`config.mk`:
```
export PLATFORM = sky130hd
export DESIGN_NAME = spi_cmd_sequencer
export DESIGN_NICKNAME = d
export VERILOG_FILES = /design/src/rtl/spi_seq_pkg.sv /design/src/rtl/spi_cmd_fifo.sv /design/src/rtl/spi_cmd_sequencer.sv
export SDC_FILE = /design/constraint.sdc
export NUM_CORES = 1
export LEC_CHECK = 0
export CORE_UTILIZATION = 53
export DETAILED_ROUTE_END_ITERATION = 10
export GPL_TIMING_DRIVEN = 1
export PLACE_DENSITY = 0.79
export SLEW_MARGIN = 10
export SYNTH_ARGS = -nofsm -noshare
export SYNTH_HDL_FRONTEND = slang
export SYNTH_SLANG_ARGS = --single-unit
```
`constraint.sdc`:
```
create_clock -name sys_clock_i -period 3.16 [get_ports sys_clock_i]
set_clock_uncertainty 0.05 [all_clocks]
set_input_delay 0.632 -clock sys_clock_i [delete_from_list [all_inputs] [get_ports sys_clock_i]]
set_output_delay 0.632 -clock sys_clock_i [all_outputs]
set_load 0.01 [all_outputs]
```
`src/rtl/spi_seq_pkg.sv`:
```
// Shared constants, FSM state encoding and command payload for the SPI command sequencer.
package spi_seq_pkg;

    localparam int unsigned cAddrWidth     = 7;
    localparam int unsigned cDataWidth     = 8;
    localparam int unsigned cFifoDepth     = 4;
    localparam int unsigned cGapCycles     = 4;
    localparam int unsigned cTimeoutCycles = 64;

    localparam int unsigned cFrameWidth = 1 + cAddrWidth + cDataWidth;
    localparam int unsigned cRwBit      = cFrameWidth - 1;
    localparam int unsigned cAddrMsb    = cFrameWidth - 2;
    localparam int unsigned cAddrLsb    = cDataWidth;
    localparam int unsigned cDataMsb    = cDataWidth - 1;
    localparam int unsigned cDataLsb    = 0;

    // Shared BUSY-timeout / GAP counter; wide enough to hold cTimeoutCycles.
    localparam int unsigned cCntWidth = $clog2(cTimeoutCycles) + 1;

    typedef enum logic [2:0] {
        ST_IDLE,
        ST_SETUP,
        ST_START,
        ST_BUSY,
        ST_GAP
    } state_e;

    typedef struct packed {
        logic                  rw;
        logic [cAddrWidth-1:0] addr;
        logic [cDataWidth-1:0] wdata;
    } cmd_t;

    // Reads carry a zero data byte on the wire.
    function automatic logic [cFrameWidth-1:0] build_frame(input cmd_t cmd);
        logic [cDataWidth-1:0] data;
        data = cmd.rw ? '0 : cmd.wdata;
        return {cmd.rw, cmd.addr, data};
    endfunction

endpackage

```
`src/rtl/spi_cmd_fifo.sv`:
```
// Command queue: synchronous FIFO with registered empty and not-full flags, no bypass path.
module spi_cmd_fifo
    import spi_seq_pkg::*;
(
    input  logic clk,
    input  logic rst_n,
    input  logic push_i,
    input  cmd_t wr_data_i,
    input  logic pop_i,
    output cmd_t rd_data_c,
    output logic empty_o,
    output logic ready_o
);

    localparam int unsigned cPtrWidth = $clog2(cFifoDepth);
    localparam int unsigned cCntW     = cPtrWidth + 1;

    cmd_t                 mem_q [cFifoDepth];
    logic [cPtrWidth-1:0] wr_ptr_q, wr_ptr_d;
    logic [cPtrWidth-1:0] rd_ptr_q, rd_ptr_d;
    logic [cCntW-1:0]     count_q, count_d;
    logic                 empty_q, empty_d;
    logic                 ready_q, ready_d;
    logic                 push_en_c;
    logic                 pop_en_c;

    assign push_en_c = push_i && ready_q;
    assign pop_en_c  = pop_i && !empty_q;
    assign rd_data_c = mem_q[rd_ptr_q];
    assign empty_o   = empty_q;
    assign ready_o   = ready_q;

    // Flags derive from the next count so they line up with the pointer update.
    always_comb begin
        wr_ptr_d = wr_ptr_q;
        rd_ptr_d = rd_ptr_q;
        count_d  = count_q;
        if (push_en_c) begin
            wr_ptr_d = wr_ptr_q + cPtrWidth'(1);
        end
        if (pop_en_c) begin
            rd_ptr_d = rd_ptr_q + cPtrWidth'(1);
        end
        count_d = count_q + cCntW'(push_en_c) - cCntW'(pop_en_c);
        empty_d = (count_d == '0);
        ready_d = (count_d != cCntW'(cFifoDepth));
    end

    always_ff @(posedge clk) begin
        if (!rst_n) begin
            wr_ptr_q <= '0;
            rd_ptr_q <= '0;
            count_q  <= '0;
            empty_q  <= 1'b1;
            ready_q  <= 1'b0;
        end else begin
            wr_ptr_q <= wr_ptr_d;
            rd_ptr_q <= rd_ptr_d;
            count_q  <= count_d;
            empty_q  <= empty_d;
            ready_q  <= ready_d;
        end
    end

    always_ff @(posedge clk) begin
        if (push_en_c) begin
            mem_q[wr_ptr_q] <= wr_data_i;
        end
    end

endmodule

```
`src/rtl/spi_cmd_sequencer.sv`:
```
// Register-access front end for spi_serdes: queues commands, frames each one as a 16-bit
// transfer with CSB framing through the serdes reset, and returns one response per command.
module spi_cmd_sequencer
    import spi_seq_pkg::*;
(
    input  logic                   sys_clock_i,
    input  logic                   sys_reset_n_i,
    input  logic                   cmd_valid_i,
    output logic                   cmd_ready_o,
    input  logic                   cmd_rw_i,
    input  logic [cAddrWidth-1:0]  cmd_addr_i,
    input  logic [cDataWidth-1:0]  cmd_wdata_i,
    output logic                   rsp_valid_o,
    output logic [cDataWidth-1:0]  rsp_rdata_o,
    output logic [cAddrWidth-1:0]  rsp_addr_o,
    output logic                   rsp_err_o,
    output logic                   busy_o,
    output logic                   ser_reset_o,
    output logic                   ser_start_o,
    output logic [cFrameWidth-1:0] ser_data_o,
    input  logic [cFrameWidth-1:0] ser_data_i,
    input  logic                   ser_done_i
);

    state_e                 state_q, state_d;
    logic [cCntWidth-1:0]   cnt_q, cnt_d;
    logic                   seen_low_q, seen_low_d;
    logic [cFrameWidth-1:0] frame_q, frame_d;
    logic                   rsp_valid_q, rsp_valid_d;
    logic [cDataWidth-1:0]  rsp_rdata_q, rsp_rdata_d;
    logic [cAddrWidth-1:0]  rsp_addr_q, rsp_addr_d;
    logic                   rsp_err_q, rsp_err_d;
    logic                   busy_q, busy_d;
    logic                   ser_reset_q, ser_reset_d;
    logic                   ser_start_q, ser_start_d;

    cmd_t                   push_cmd_c;
    cmd_t                   fifo_head_c;
    logic                   fifo_push_c;
    logic                   fifo_pop_c;
    logic                   fifo_empty;
    logic                   fifo_ready;
    logic [cFrameWidth-cDataWidth-1:0] ser_data_unused;

    // Only the low byte of the received frame carries read data.
    assign ser_data_unused = ser_data_i[cFrameWidth-1:cDataWidth];

    assign push_cmd_c  = '{rw: cmd_rw_i, addr: cmd_addr_i, wdata: cmd_wdata_i};
    assign fifo_push_c = cmd_valid_i && fifo_ready;

    spi_cmd_fifo u_fifo (
        .clk       (sys_clock_i),
        .rst_n     (sys_reset_n_i),
        .push_i    (fifo_push_c),
        .wr_data_i (push_cmd_c),
        .pop_i     (fifo_pop_c),
        .rd_data_c (fifo_head_c),
        .empty_o   (fifo_empty),
        .ready_o   (fifo_ready)
    );

    always_comb begin
        state_d     = state_q;
        cnt_d       = cnt_q;
        seen_low_d  = seen_low_q;
        frame_d     = frame_q;
        rsp_valid_d = 1'b0;
        rsp_rdata_d = rsp_rdata_q;
        rsp_addr_d  = rsp_addr_q;
        rsp_err_d   = rsp_err_q;
        fifo_pop_c  = 1'b0;

        case (state_q)
            ST_IDLE: begin
                if (!fifo_empty) begin
                    fifo_pop_c = 1'b1;
                    frame_d    = build_frame(fifo_head_c);
                    state_d    = ST_SETUP;
                end
            end
            ST_SETUP: begin
                state_d = ST_START;
            end
            ST_START: begin
                cnt_d      = '0;
                seen_low_d = 1'b0;
                state_d    = ST_BUSY;
            end
            ST_BUSY: begin
                cnt_d = cnt_q + cCntWidth'(1);
                if (!ser_done_i) begin
                    seen_low_d = 1'b1;
                end
                // done high without a prior low (stuck high) or budget exhausted both abort
                if (ser_done_i && seen_low_q) begin
                    rsp_valid_d = 1'b1;
                    rsp_err_d   = 1'b0;
                    rsp_rdata_d = frame_q[cRwBit] ? ser_data_i[cDataMsb:cDataLsb] : '0;
                    rsp_addr_d  = frame_q[cAddrMsb:cAddrLsb];
                    cnt_d       = '0;
                    state_d     = ST_GAP;
                end else if (ser_done_i || (cnt_q == cCntWidth'(cTimeoutCycles - 1))) begin
                    rsp_valid_d = 1'b1;
                    rsp_err_d   = 1'b1;
                    rsp_rdata_d = '0;
                    rsp_addr_d  = frame_q[cAddrMsb:cAddrLsb];
                    cnt_d       = '0;
                    state_d     = ST_GAP;
                end
            end
            ST_GAP: begin
                if (cnt_q == cCntWidth'(cGapCycles - 1)) begin
                    state_d = ST_IDLE;
                end else begin
                    cnt_d = cnt_q + cCntWidth'(1);
                end
            end
            default: begin
                state_d = ST_IDLE;
            end
        endcase

        busy_d      = (state_d != ST_IDLE);
        ser_reset_d = (state_d == ST_IDLE) || (state_d == ST_GAP);
        ser_start_d = (state_d == ST_START);
    end

    always_ff @(posedge sys_clock_i) begin
        if (!sys_reset_n_i) begin
            state_q     <= ST_IDLE;
            cnt_q       <= '0;
            seen_low_q  <= 1'b0;
            frame_q     <= '0;
            rsp_valid_q <= 1'b0;
            rsp_rdata_q <= '0;
            rsp_addr_q  <= '0;
            rsp_err_q   <= 1'b0;
            busy_q      <= 1'b0;
            ser_reset_q <= 1'b1;
            ser_start_q <= 1'b0;
        end else begin
            state_q     <= state_d;
            cnt_q       <= cnt_d;
            seen_low_q  <= seen_low_d;
            frame_q     <= frame_d;
            rsp_valid_q <= rsp_valid_d;
            rsp_rdata_q <= rsp_rdata_d;
            rsp_addr_q  <= rsp_addr_d;
            rsp_err_q   <= rsp_err_d;
            busy_q      <= busy_d;
            ser_reset_q <= ser_reset_d;
            ser_start_q <= ser_start_d;
        end
    end

    assign cmd_ready_o = fifo_ready;
    assign rsp_valid_o = rsp_valid_q;
    assign rsp_rdata_o = rsp_rdata_q;
    assign rsp_addr_o  = rsp_addr_q;
    assign rsp_err_o   = rsp_err_q;
    assign busy_o      = busy_q;
    assign ser_reset_o = ser_reset_q;
    assign ser_start_o = ser_start_q;
    assign ser_data_o  = frame_q;

endmodule

```
==> summary.md <==
| Metric | Value |
|---|---|
| Status | `completed` |
| Wirelength per Cell | `16.9 microns` |
| Worst Max-Slew Pin Slew | `0.833 ns` |
| R2R cell count | `12` |
| Post-CTS Setup Bufs | `0` |
| Mux cell area share after synthesis | `8.13%` |
| Sw Share | `28.7%` |
| Sequential power share | `40.8%` |
| Net Switching | `1.42 mW` |
| WS Path Type | `reg -> reg` |
| Post-Syn Instances | `337` |
| Initial Util | `55.0%` |
| Share of post-route cells with drive strength above 1 | `15.3%` |
| DR top layer | `met4` |
| Relative slew slack | `44.4%` |
| Max Clock Freq | `0.397 GHz` |
| Cells on Worst Hold Path | `2` |
| Number of buffers created by CTS | `17` |
| Clk buf depth | `2` |
| Comb pwr share | `20.7%` |
| Ports | `73` |
| First-pass GRT wire length | `14,300 microns` |
| Detailed Place HPWL | `5510 microns` |
| Iter 0 DRT Violations | `111` |
| Sequential area share after synthesis | `67.9%` |
| Chip width | `94.6 microns` |
| Largest net degree at the start of global routing | `43` |
| Final min period | `2.52 ns` |
| CP Data Arrival Time | `2.91 ns` |
| H-tree levels | `4` |
| Setup crit end kind | `register` |
| WL final | `9040 microns` |
| Clock Pin Slew Worst Setup and Hold Paths | `0.06 ns` |
| Synth Area in XOR/XNOR | `1.74%` |
| Post-synth top area share | `42.3%` |
| Vias in the first global route | `2,953` |
| CTS tree | `yes` |
| Detail Route Antenna Nets | `0` |
| Unique masters post-synth | `43` |
| Gpl congestion | `0.781` |
| Worst hold-check path type | `reg -> reg` |
| RSZ-0062 raised after global routing | `no` |
| Compound-Gate Fraction of Synth Area | `6.94%` |
| Clock share of power | `38.5%` |
| Top_reg_cell synth | `edfxtp_1` |
| Drt pass-1 iters | `4` |
| Post-synthesis area per instance | `13.5 sq um` |
| IR drop worst, VDD | `0.573 mV` |
| Wl on met1 | `3710 microns` |
| Clk root buf | `clkbuf_8` |
| Final setup violation count | `0` |
| Asr flop ratio synth | `0%` |
| Yosys reg bits | `122` |
| Fin. max-slew vios | `0` |
| Dominant cell type by area after synthesis | `edfxtp_1` |
| Yosys warnings | `0` |
| DR vias/cell | `5.50` |
| Routed wl met2 | `4680 microns` |
| DIE AREA | `0.00894 sq mm` |
| Clock sink count | `122` |
| Metal3 WL | `516 microns` |
| CTS resizes | `0` |
| Crit path max fanout | `18` |
| Final Util | `71.9%` |
| Leakage | `2.09 nW` |
| Worst Path Required | `3.56 ns` |
| Post-synth top cells | `edfxtp_1 (64), dfxtp_1 (58), nand2_1 (47)` |
| Die height | `94.6 microns` |
| Diodes inserted | `0` |
| Max_cap viols | `0` |
| GRT Overall Usage | `22.6%` |
| Final setup TNS | `0 ns` |
| Synth top area cells | `edfxtp_1 (42%), dfxtp_1 (26%), mux4_2 (7.4%)` |
| Hold Fails Final Rpt | `0` |
| Core area | `0.00826 sq mm` |
| DR DRC count | `0` |
| Syn nets | `381` |
| Via count | `2,950` |
| CTS Hold Bufs | `0` |
| Port Buffer Count | `64` |
| Post-layout net count | `462` |
| Pint | `3.54 mW` |
| Area Growth Syn to Fin | `30.7%` |
| Row cnt | `33` |
| PD cells | `836 mW/mm^2` |
| Synth Area in Simple Gates | `10.9%` |
| Worst skew pair latency | `0.52 ns` |
| Most frequent cell after synthesis | `edfxtp_1` |
| Startpoint types | `register` |
| Synthesized cell area | `0.00454 sq mm` |
| Main combinational cell family by area after synthesis | `simple AND/OR/NAND/NOR gates` |
| Tcrit/Tclk final | `79.7%` |
| WHS | `0.408 ns` |
| Initial antenna violation count | `0` |
| Post-Synth Adder-Cell Area | `2.37%` |
| EDFF count, synth | `64` |
| Gr ovfl total | `0` |
-- metrics by stage --
| step | instances | worst slack, ns | area (sq um) | total power, mW |
|---|---|---|---|---|
| after floorplan | 337 | 0.542 | 4540 | 2.66 |
| after global placement | 504 | 0.602 | 5340 | 3.05 |
| after detailed placement | 504 | 0.596 | 5340 | 3.08 |
| after CTS | 536 | 0.651 | 5940 | 5.01 |
| after global routing | 536 | 0.405 | 5940 | 5.19 |
| final | 536 | 0.642 | 5940 | 4.96 |
-- per-layer routing --
layer / vias up / global-route usage, %
li1: 1396 / -
met1: 1447 / 26.1
met2: 96 / 38.2
met3: 11 / 7.49
met4: 0 / 10.1
met5: - / 0
-- path summary, 6_finish.rpt --
path | from | endpoint | slack (ns)
worst max-delay path | state_q[0] | u_fifo.empty_o | 0.64
worst min-delay path | rsp_addr_o[3] | rsp_addr_o[3] | 0.41
worst max register to register | state_q[0] | u_fifo.empty_o | 0.64
worst min register to register | rsp_addr_o[3] | rsp_addr_o[3] | 0.41
-- cell type report --
type	count	area [sq um]
fillers	569	2320
multi-input cells	192	1370
inverters	10	37.5
clock buffers	17	414
clock inverters	15	180
flip-flops and latches	122	3080
repair buffers	75	723
well taps	105	131
-- power by group through the flow --
stage	clock network (mW)	registers, mW	logic (mW)
after CTS	1.94	2.03	1.04
after global placement	0	2.05	1.00
after detailed placement	0	2.06	1.02
final	1.91	2.03	1.03
after global routing	2.00	2.06	1.13
after floorplan	0	2.04	0.620
-- registers in the layout, indices dropped and copies added (netlist names), 2 cells and up, named ones only --
name / count
u_fifo.mem_q: 64
ser_data_o: 16
rsp_rdata_o: 8
cnt_q: 7
rsp_addr_o: 7
state_q: 3
u_fifo.count_q: 3
u_fifo.rd_ptr_q: 2
u_fifo.wr_ptr_q: 2
-- cells by family (layout without fill, tap and decap cells) --
| family | after synthesis | after routing |
|---|---|---|
| AND/OR/NAND/NOR | 109 | 109 |
| flip-flops | 122 | 122 |
| buffers and inverters | 23 | 117 |
| XOR/XNOR | 9 | 9 |
| AO/OA/AOI/OAI | 48 | 48 |
| multiplexers | 18 | 18 |
| adder cells (fa/ha/maj) | 8 | 8 |
-- layout by cell type, fill, tap and decap left out, drive strengths merged, types with 2 or more instances in the layout --
master / instances
clkdlybuf4s50: 64
edfxtp: 64
dfxtp: 58
nand2: 47
nor2: 31
a21oi: 27
clkbuf: 17
inv: 17
mux4: 15
buf: 11
nand3: 9
a22oi: 8
ha: 7
xor2: 5
clkinv: 5
and3: 4
nand2b: 4
xnor2: 4
nor3: 4
mux2i: 2
o21ai: 2
and4: 2
or3: 2
nor3b: 2
o2111ai: 2
bufinv: 2
or4: 2
-- critical path, stage by stage (launching register included) --
cell and delay [ns]:
dfxtp_1 0.37, nor2_1 0.32, nand2_1 0.09, buf_4 0.22, inv_2 0.08, ha_1 0.23, inv_1 0.07, ha_1 0.14
inv_1 0.05, fa_1 0.37, xnor2_1 0.21, nor2_1 0.07, nor3_1 0.17
Power figures use the tool's default switching activity.
